==> config.mk <==
export PLATFORM = sky130hd
export DESIGN_NAME = drp_reconf_seq
export DESIGN_NICKNAME = d
export VERILOG_FILES = /design/src/rtl/drp_reconf_seq.sv
export SDC_FILE = /design/constraint.sdc
export NUM_CORES = 1
export LEC_CHECK = 0
export CAP_MARGIN = 40
export CORE_ASPECT_RATIO = 1.2
export CORE_MARGIN = 3
export CORE_UTILIZATION = 46
export CTS_CLUSTER_SIZE = 24
export DETAILED_ROUTE_END_ITERATION = 10
export PLACE_DENSITY = 0.79
export SLEW_MARGIN = 20
export SYNTH_ARGS = -nofsm -noshare
export SYNTH_HDL_FRONTEND = slang
export SYNTH_SLANG_ARGS = --single-unit
==> constraint.sdc <==
create_clock -name DCLK -period 2.6 [get_ports DCLK]
set_input_delay 0.65 -clock DCLK [delete_from_list [all_inputs] [get_ports DCLK]]
set_output_delay 0.65 -clock DCLK [all_outputs]
set_load 0.01 [all_outputs]
==> src/rtl/drp_reconf_seq.sv <==
// drp_reconf_seq
//   Reprograms a PLL through its DRP port, one table entry at a time, using
//   read-modify-write. PLL_RST is held for the whole update, then released,
//   and the sequencer waits for LOCKED before reporting DONE.
//
//   Ports
//     DCLK, RSTN        DRP clock, asynchronous active-low reset
//     START             update request, honoured only while idle
//     BUSY/DONE/ERROR   status: busy level, success pulse, sticky failure
//     ENTRY_IDX         index into the external entry table
//     ENTRY_ADDR/MASK/DATA  table contents for ENTRY_IDX (combinational)
//     DADDR/DEN/DWE/DI  DRP request side
//     DO/DRDY           DRP response side
//     PLL_RST/LOCKED    PLL reset (active high) and lock indicator
module drp_reconf_seq #(
  parameter int N_ENTRIES    = 23,
  parameter int IDX_W        = 5,
  parameter int RST_HOLD     = 4,
  parameter int DRDY_TIMEOUT = 64,
  parameter int LOCK_TIMEOUT = 4096
) (
  input  logic             DCLK,
  input  logic             RSTN,
  input  logic             START,
  output logic             BUSY,
  output logic             DONE,
  output logic             ERROR,
  output logic [IDX_W-1:0] ENTRY_IDX,
  input  logic [6:0]       ENTRY_ADDR,
  input  logic [15:0]      ENTRY_MASK,
  input  logic [15:0]      ENTRY_DATA,
  output logic [6:0]       DADDR,
  output logic             DEN,
  output logic             DWE,
  output logic [15:0]      DI,
  input  logic [15:0]      DO,
  input  logic             DRDY,
  output logic             PLL_RST,
  input  logic             LOCKED
);

  // One shared counter serves HOLD, both DRDY waits and the lock wait.
  localparam int MAX_A   = (RST_HOLD > DRDY_TIMEOUT) ? RST_HOLD : DRDY_TIMEOUT;
  localparam int CNT_MAX = (MAX_A > LOCK_TIMEOUT) ? MAX_A : LOCK_TIMEOUT;
  localparam int CNT_W   = $clog2(CNT_MAX + 1);

  localparam logic [IDX_W-1:0] LAST_IDX = IDX_W'(N_ENTRIES - 1);

  typedef enum logic [2:0] {
    S_IDLE,
    S_HOLD,
    S_RD,
    S_WAIT_R,
    S_WR,
    S_WAIT_W,
    S_REL,
    S_LOCK
  } state_t;

  state_t state, state_nxt;

  logic [CNT_W-1:0] cnt, cnt_nxt;
  logic [IDX_W-1:0] idx_q;
  logic             done_q;
  logic             err_q;
  logic             pll_rst_q;
  logic [6:0]       daddr_q;
  logic [15:0]      di_q;
  logic [15:0]      wdata_q;

  logic hold_end;
  logic drdy_to;
  logic lock_ok;
  logic lock_to;
  logic last_entry;

  function automatic logic [15:0] rmw_merge(input logic [15:0] rd,
                                            input logic [15:0] mask,
                                            input logic [15:0] data);
    // mask bit 1 keeps the current register bit, 0 takes the new one
    return (rd & mask) | (data & ~mask);
  endfunction

  assign hold_end   = (cnt == CNT_W'(RST_HOLD - 1));
  assign drdy_to    = (cnt == CNT_W'(DRDY_TIMEOUT - 1));
  // LOCKED is blanked for the first RST_HOLD cycles after release
  assign lock_ok    = (cnt >= CNT_W'(RST_HOLD)) && LOCKED;
  assign lock_to    = (cnt == CNT_W'(LOCK_TIMEOUT - 1));
  assign last_entry = (idx_q == LAST_IDX);

  always_ff @(posedge DCLK or negedge RSTN) begin
    if (!RSTN) begin
      state <= S_IDLE;
    end else begin
      state <= state_nxt;
    end
  end

  always_comb begin
    state_nxt = state;
    case (state)
      S_IDLE:   if (START) state_nxt = S_HOLD;
      S_HOLD:   if (hold_end) state_nxt = S_RD;
      S_RD:     state_nxt = S_WAIT_R;
      S_WAIT_R: begin
        if (DRDY)         state_nxt = S_WR;
        else if (drdy_to) state_nxt = S_IDLE;
      end
      S_WR:     state_nxt = S_WAIT_W;
      S_WAIT_W: begin
        if (DRDY)         state_nxt = last_entry ? S_REL : S_RD;
        else if (drdy_to) state_nxt = S_IDLE;
      end
      S_REL:    state_nxt = S_LOCK;
      S_LOCK:   if (lock_ok || lock_to) state_nxt = S_IDLE;
      default:  state_nxt = S_IDLE;
    endcase

    // The counter restarts on every state change, so each timed state
    // measures its own dwell time and never runs past its limit.
    cnt_nxt = '0;
    if (state_nxt == state &&
        (state == S_HOLD || state == S_WAIT_R ||
         state == S_WAIT_W || state == S_LOCK)) begin
      cnt_nxt = cnt + 1'b1;
    end
  end

  always_comb begin
    BUSY      = (state != S_IDLE);
    DEN       = (state == S_RD) || (state == S_WR);
    DWE       = (state == S_WR);
    // Address and write data follow the table during a strobe and hold
    // their previous value otherwise.
    DADDR     = DEN ? ENTRY_ADDR : daddr_q;
    DI        = DWE ? wdata_q : di_q;
    DONE      = done_q;
    ERROR     = err_q;
    ENTRY_IDX = idx_q;
    PLL_RST   = pll_rst_q;
  end

  always_ff @(posedge DCLK or negedge RSTN) begin
    if (!RSTN) begin
      cnt       <= '0;
      idx_q     <= '0;
      done_q    <= 1'b0;
      err_q     <= 1'b0;
      pll_rst_q <= 1'b0;
      daddr_q   <= '0;
      di_q      <= '0;
    end else begin
      cnt    <= cnt_nxt;
      done_q <= (state == S_LOCK) && lock_ok;
      if (DEN) daddr_q <= ENTRY_ADDR;
      if (DWE) di_q    <= wdata_q;
      case (state)
        S_IDLE: begin
          if (START) begin
            err_q     <= 1'b0;
            idx_q     <= '0;
            pll_rst_q <= 1'b1;
          end
        end
        S_WAIT_R: begin
          if (!DRDY && drdy_to) err_q <= 1'b1;
        end
        S_WAIT_W: begin
          if (DRDY) begin
            if (last_entry) pll_rst_q <= 1'b0;
            else            idx_q     <= idx_q + 1'b1;
          end else if (drdy_to) begin
            // PLL stays in reset: its registers are only partly written
            err_q <= 1'b1;
          end
        end
        S_LOCK: begin
          if (!lock_ok && lock_to) err_q <= 1'b1;
        end
        default: ;
      endcase
    end
  end

  // Merged write word; always captured before the WR strobe that uses it.
  always_ff @(posedge DCLK) begin
    if (state == S_WAIT_R && DRDY) begin
      wdata_q <= rmw_merge(DO, ENTRY_MASK, ENTRY_DATA);
    end
  end

endmodule

Word-level counts from Yosys, hierarchy flattened. Cells that the tools add are included.

Shifts and indexed selects: 0. Eq/ne operators: 20. $add $sub $neg: 2. Multipliers: 0. Div/mod/pow operators: 0. Bitwise operators: 4. Reduce and logical (&&, ||, !) cells: 20. Mux-type cells: 25. $lt $le $gt $ge: 1.

Operator list (count): 16-bit AND (2); 3-bit one-hot mux with 8 select lines (1); 3-bit two-way mux (7); 16-bit two-way mux (1); 16-bit NOT (1); 16-bit OR (1); 5-bit two-way mux (3); 13-bit by 1-bit adder with 13-bit output, second input constant (1); 13-bit by 12-bit == test with 1-bit output, second input constant (1); 13-bit by 2-bit == test with 1-bit output, second input constant (1); 13-bit by 6-bit == test with 1-bit output, second input constant (1); 13-bit by 3-bit >= comparator with 1-bit output, second input constant (1); 13-bit two-way mux (1); 3-bit == test, second input constant (4); 2-bit inequality test, second input constant (6); 5-bit one-hot mux with 2 select lines (1); 1-bit two-way mux (8); 4-bit AND reduction (2); 7-bit two-way mux (1); 3-bit by 2-bit == test with 1-bit output, second input constant (2); 1-bit logical AND (6); 6-bit AND reduction (1); 5-bit by 1-bit adder with 5-bit output, second input constant (1); 5-bit == test, second input constant (1); 11 further kinds (17).

Bits in writable memories: 0. Output and inout bits: 34. Logic and storage cells: 81. Bits in read-only memories: 0. Bits in registers: 63. Latch bits: 0. Bits of input ports: 60. Memories: 0.

Depth between registers and ports, before layout. Gate-level depths: netlist (run 1).

Depth after elaboration: 8. Gate-level depth with buffers: 8. Depth with buffers taken out: 7.

Worst setup path after synthesis (run 1). Ideal clock, no wire load.

Path kind: flip-flop to output port. Start: reg state[2]. End: out DI[10]. Slack: 0.185 ns. Stages on the path, launching flop included: 7. Buffers on the path: 3. Required time: 1.950 ns. Arrival time: 1.765 ns. Path through: dfrtp_1 > clkdlybuf4s15_2 > and2b_2 > and2_1 > clkbuf_1 > buf_2 > mux2_2.

Cells in the longest elaborated chain, start to end: 2.

RTL lines: from (decl) (RTL line 60) `state_t state, state_nxt;`; from (signal assigned) (RTL line 95) `state <= state_nxt;`; 3-bit == test (RTL line 132) `DWE = (state == S_WR);`; net DWE (RTL line 34) `output logic DWE,`; 16-bit two-way mux; to (decl) (RTL line 35) `output logic [15:0] DI,`.

The timed path passes the listed nets, and every way through them passes these cells.

Final worst setup path (run 1).
Start: reg state[2]. End: out DI[12].

Cells in the longest elaborated chain, start to end: 2.

RTL lines (RTL line): 3-bit == test (132); 16-bit two-way mux.

Every way passes these cells.

==> impl_metrics.yaml, run 1 <==
status:
  outcome: "completed"
drt:
  avgViaCountPerCell: 5.11
  drt_iter0_markers: 212
  wl_um: 6650
  drt_first_pass_iters: 4
  antenna_left: 0
  num_vias: 2229
  routedWlPerCell_um: 15.3
  drcViolationCount: 0
logic_synthesis:
  synth_top_cell_by_area: "dfrtp_1"
  ys_top_cells_by_area: "dfrtp_1, edfxtp_1, mux2_2"
  async_reset_ff_frac: 0.746
  synthCells: 240
  syn_nets: 304
  synthFlopType: "dfrtp_1"
  yosysTopAreaCellShare: 0.393
  yosysUniqueCellTypes: 49
  avgSynthCellArea_um2: 12.5
  synth_edf_count: 16
  yosysSeqAreaShare: 0.553
  yosys_warnings: 0
  ys_ff_latch: 63
  synth_common_cells: "dfrtp_1, mux2_2, nand2_1, edfxtp_1, nor2_1"
  netlist_area_um2: 3000
  yosysMostFrequentCell: "dfrtp_1"
cts:
  cts.sinks: 63
  clk_path_buf_depth: 2
  numCtsBuffers: 9
  root_buffer: "clkbuf_8"
  clkTransAtPathRegs_ps: 80
  cts-hold-fix-buffers: 0
  clock_latency_ps: 340
  htreeDepth: 3
  cts_tree: "built"
place:
  placedCellCount: 416
  hpwl_um: 4860
  gp_congestion: 0.853
  placed_area_um2: 4080
  port_buffers: 93
timing:
  hold_viol: 0
  slew_violations: 0
  max_freq_ghz: 0.394
  finalCritPeriodShare: 0.977
  worst_slew_pin_slew_ps: 553
  slew_headroom: 0.631
  period_needed_ps: 2540
  setup_violations: 0
  fin_setup_tns_ps: 0
  skew_ps: 9.66
global_route:
  grt_first_pass_wirelength_um: 11000
  antenna_found_initial: 0
  grt_pass1_vias: 2436
  grt_start_max_net_pins: 26
  grt-ovfl-total: 0
  grt_usage: 0.194
cells_and_area:
  syn2layout_area_growth_pct: 44.0
  n_antenna_cell: 0
  fin_nets: 413
  fill_cells: 445
  layout-drive-gt1-share: 0.285
  fin_cells: 436
  finalInstanceArea_um2: 4310
min_path:
  hold_path_class: "input port to async pin"
critical_path:
  rrSetupSlack_ps: 500
  crit_path_max_fanout: 17
  crit_type: "flip-flop to output port"
  cp-end-kind: "output port"
  required_ps: 1950
  crit_arrival_ps: 1890
  startpoint_type: "flip-flop"
power_and_ir_drop:
  p_leak_nw: 1.82
  peakVddDrop_uv: 802
  powerDensity_nw_per_um2: 885
die:
  rows: 31
  start_util: 0.486
  core-area_um2: 6170
  ioPinCount: 94
  dieArea_um2: 7520
  die_y_um: 94.4
  dieWidth_um: 79.7
run:
  cap_viol_max_count: 0
## sequential cells by signal, summed over array words and instances, names as in the netlist
| signal | cells |
|---|---|
| ENTRY_IDX | 5 |
| daddr_q | 7 |
| ERROR | 1 |
| di_q | 16 |
| DONE | 1 |
| cnt | 13 |
| PLL_RST | 1 |
| wdata_q | 16 |
| state | 3 |
## per-stage QoR
stage	worst slack (ps)	hold slack (ps)	util	power (mW)
finish	59.0	289	0.700	3.82
global placement	156	475	0.661	3.03
detailed placement	104	485	0.661	3.08
global route	-25.5	318	0.700	4.05
floorplan	185	354	-	2.25
CTS	-149	292	0.692	3.82
## per-layer routing
layer  GRT usage  share of wire  vias to the layer above
met2       0.326           0.53                       73
met1       0.218           0.37                     1071
met4       0.117          0.034                        0
li1            -              -                     1068
met3      0.0515          0.059                       17
met5           0              0                        -
## cell usage in the layout, fill, tap and decap left out, types with 3 or more instances in the layout
master,Yosys,layout
buf_12,0,5
buf_4,0,6
clkbuf_8,0,9
clkdlybuf4s50_1,0,69
dfrtp_1,47,45
dlygate4sd2_1,0,16
dlymetal6s2s_1,0,4
edfxtp_1,16,16
ha_1,4,4
inv_1,9,9
mux2_2,39,39
nand2_1,22,22
nand3_1,6,6
nand4_1,3,3
nor2_1,12,12
nor2_2,10,10
nor3_1,7,7
o21ai_0,11,11
xnor2_1,3,3
xor2_1,8,8
## critical path, stage by stage (launching register included)
cell and delay [ps]:
dfrtp_2 440, and2b_2 210, and2_4 170, buf_12 150, mux2_2 280, dlygate4sd2_1 300
## what timing repair did
| item | CTS | global route |
|---|---|---|
| resized for setup | 22 | 13 |
| setup endpoints to repair | 23 | 24 |
| buffers inserted | 2 | 2 |
| cloned | 0 | 0 |
## cell type report
class                           count  area [um^2]  share of cell area
Timing Repair Buffer              105         1050               0.244
Clock buffer                        9          124              0.0287
Sequential cell                    63         1660               0.385
Multi-Input combinational cell    161         1270               0.294
Tap cell                           82          103              0.0238
Inverter                            9         33.8             0.00783
Clock inverter                      7         72.6              0.0168
## kinds of logic (layout without fill, tap and decap cells)
group / count (synthesis) / in the layout / synth area share
XOR/XNOR: 11 / 11 / 0.0322
AND/OR/NAND/NOR: 83 / 83 / 0.164
flip-flops: 63 / 63 / 0.553
buffers and inverters: 16 / 130 / 0.0297
multiplexers: 39 / 39 / 0.147
adder cells (fa/ha/maj): 4 / 4 / 0.0167
AO/OA/AOI/OAI: 24 / 24 / 0.0581
## path summary, 6_finish.rpt
check,cells past startpoint,from,endpoint
min in group DCLK,1,di_q[14],di_q[14]
max in group asynchronous,2,RSTN,state[1]
hold / removal,1,RSTN,di_q[4]
hold reg to reg,1,di_q[14],di_q[14]
setup / recovery,5,state[2],DI[12]
setup reg to reg,6,cnt[10],cnt[0]
## report_power, final
part | switching [mW] | internal, mW
logic | 0.737 | 0.836
clock network | 0.397 | 0.443
registers | 0.113 | 1.29
Power figures use the tool's default switching activity.
==> run 2: changes to the inputs <==
--- a/config.mk
+++ b/config.mk
@@ -7,7 +7,7 @@
 export LEC_CHECK = 0
 export CAP_MARGIN = 40
 export CORE_ASPECT_RATIO = 1.2
-export CORE_MARGIN = 3
+export CORE_MARGIN = 2
 export CORE_UTILIZATION = 46
 export CTS_CLUSTER_SIZE = 24
 export DETAILED_ROUTE_END_ITERATION = 10
==> run 2 against run 1 <==
Compared with the run above:
- critical path type unchanged
- largest power group unchanged
- non-clock buffer count is 4 higher
- sequential power hardly changed
- final cell count is 1.6% higher
==> impl_metrics.yaml, run 2 (synthesis results as in run 1) <==
global_route:
  grt-ovfl-total: 0
  antenna_found_initial: 0
  grt_start_max_net_pins: 26
  grt_usage: 0.184
  grt_pass1_vias: 2298
  grt_first_pass_wirelength_um: 10200
min_path:
  hold_path_class: "input port to async pin"
timing:
  skew_ps: 11.3
  worst_slew_pin_slew_ps: 550
  rsz0062_at_grt: "true"
  hold_viol: 0
  period_needed_ps: 2570
  slew_violations: 0
  max_freq_ghz: 0.389
  slew_headroom: 0.633
  setup_violations: 0
  finalCritPeriodShare: 0.988
drt:
  routedWlPerCell_um: 14.0
  drcViolationCount: 0
  wl_um: 6200
  num_vias: 2246
  drt_first_pass_iters: 4
  avgViaCountPerCell: 5.07
  drt_iter0_markers: 87
  antenna_left: 0
critical_path:
  crit_type: "flip-flop to output port"
  cp-end-kind: "output port"
  required_ps: 1950
  crit_path_max_fanout: 8
  crit_arrival_ps: 1920
  startpoint_type: "flip-flop"
cells_and_area:
  largestRegisters: "di_q x16, wdata_q x16, cnt x13"
  final_cell_mix: "clkdlybuf4s50_1, dfrtp_1, mux2_2"
  final_common_cell: "clkdlybuf4s50_1"
  n_antenna_cell: 0
  postLayoutCoreUtil: 0.680
  syn2layout_area_growth_pct: 44.6
  fill_cells: 471
  layout-drive-gt1-share: 0.313
  fin_nets: 417
cts:
  numCtsBuffers: 9
  clk_path_buf_depth: 2
  root_buffer: "clkbuf_8"
  clkTransAtPathRegs_ps: 70
  cts.sinks: 63
  clock_latency_ps: 350
  htreeDepth: 3
  cts_tree: "built"
power_and_ir_drop:
  powerDensity_nw_per_um2: 869
  power.total_mw: 3.77
  peakVddDrop_uv: 523
  p_leak_nw: 1.82
die:
  dieWidth_um: 77.7
  start_util: 0.471
  die_y_um: 92.4
  ioPinCount: 94
  dieArea_um2: 7180
  core-area_um2: 6370
  rows: 32
place:
  port_buffers: 93
  hpwl_um: 4470
  gp_congestion: 0.849
status:
  outcome: "completed"
run:
  cap_viol_max_count: 0
## run 2: cell types whose count changed in the layout (fill, tap and decap cells not counted), moves of 5 or more
cell,previous run,this run
clkdlybuf4s15_1,1,13
buf_4,6,11
clkbuf_2,2,7
dlygate4sd2_1,16,1
## run 2: worst paths after layout
kind / startpoint / to / slack [ps] / cells after the start
min in group DCLK: wdata_q[10] / di_q[10] / 490 / 1
max in group asynchronous: RSTN / ERROR / 1780 / 2
min reg2reg: wdata_q[10] / di_q[10] / 490 / 1
min: RSTN / di_q[3] / 280 / 1
max reg2reg: cnt[0] / state[2] / 500 / 5
max: state[2] / DADDR[3] / 30 / 8
## run 2: worst max-delay path, cell delays in order (launching register included)
cell and delay (ps):
dfrtp_2 430, buf_4 150, nor2b_4 120, nor2_1 50, nor2_1 80, buf_4 170, buf_4 120, mux2_2 330
clkbuf_2 130
## run 2: final cells by class
| cell class | instances | area, um^2 | area share |
|---|---|---|---|
| timing repair buffer | 109 | 1080 | 0.250 |
| clock inverter | 6 | 45.0 | 0.0104 |
| multi-input combinational | 161 | 1270 | 0.294 |
| clock buffer | 10 | 128 | 0.0295 |
| tap | 85 | 106 | 0.0246 |
| sequential | 63 | 1660 | 0.383 |
| inverter | 9 | 33.8 | 0.00780 |
## run 2: power breakdown
group	leakage, nW	switching (mW)	internal [mW]
clock	0.0793	0.396	0.350
sequential	0.739	0.111	1.29
combinational	0.998	0.740	0.876
## run 2: stage by stage
step,instance area (um^2),setup TNS (ps),instances,worst slack (ps),hold slack [ps]
after global placement,4080,0,419,155,474
after global routing,4330,-279,443,-68.8,300
final,4330,0,443,30.7,276
after floorplan,3000,0,240,185,354
after detailed placement,4080,0,419,107,479
after CTS,4240,-199,437,-193,280
## run 2: per-layer routing
layer	wire [um]	track usage	part of all wire
met5	0	0	0
met4	182	0.0759	0.029
met3	295	0.0624	0.048
met2	3220	0.318	0.52
met1	2500	0.208	0.40
## run 2: what timing repair did
item | in CTS | in global routing
buffers inserted | 2 | 7
resized for setup | 32 | 40
cloned | 0 | 1
hold buffers | 0 | 0
pin swaps | 0 | 0
setup endpoints to repair | 24 | 23
hold endpoints to repair | 0 | 0
==> run 3: changes to the inputs <==
--- a/config.mk
+++ b/config.mk
@@ -5,6 +5,7 @@
 export SDC_FILE = /design/constraint.sdc
 export NUM_CORES = 1
 export LEC_CHECK = 0
+export ABC_CLOCK_PERIOD_IN_PS = 2600
 export CAP_MARGIN = 40
 export CORE_ASPECT_RATIO = 1.2
 export CORE_MARGIN = 2
==> results of run 3 <==
No change in the layout: final DEF, timing and power equal those of run 2.
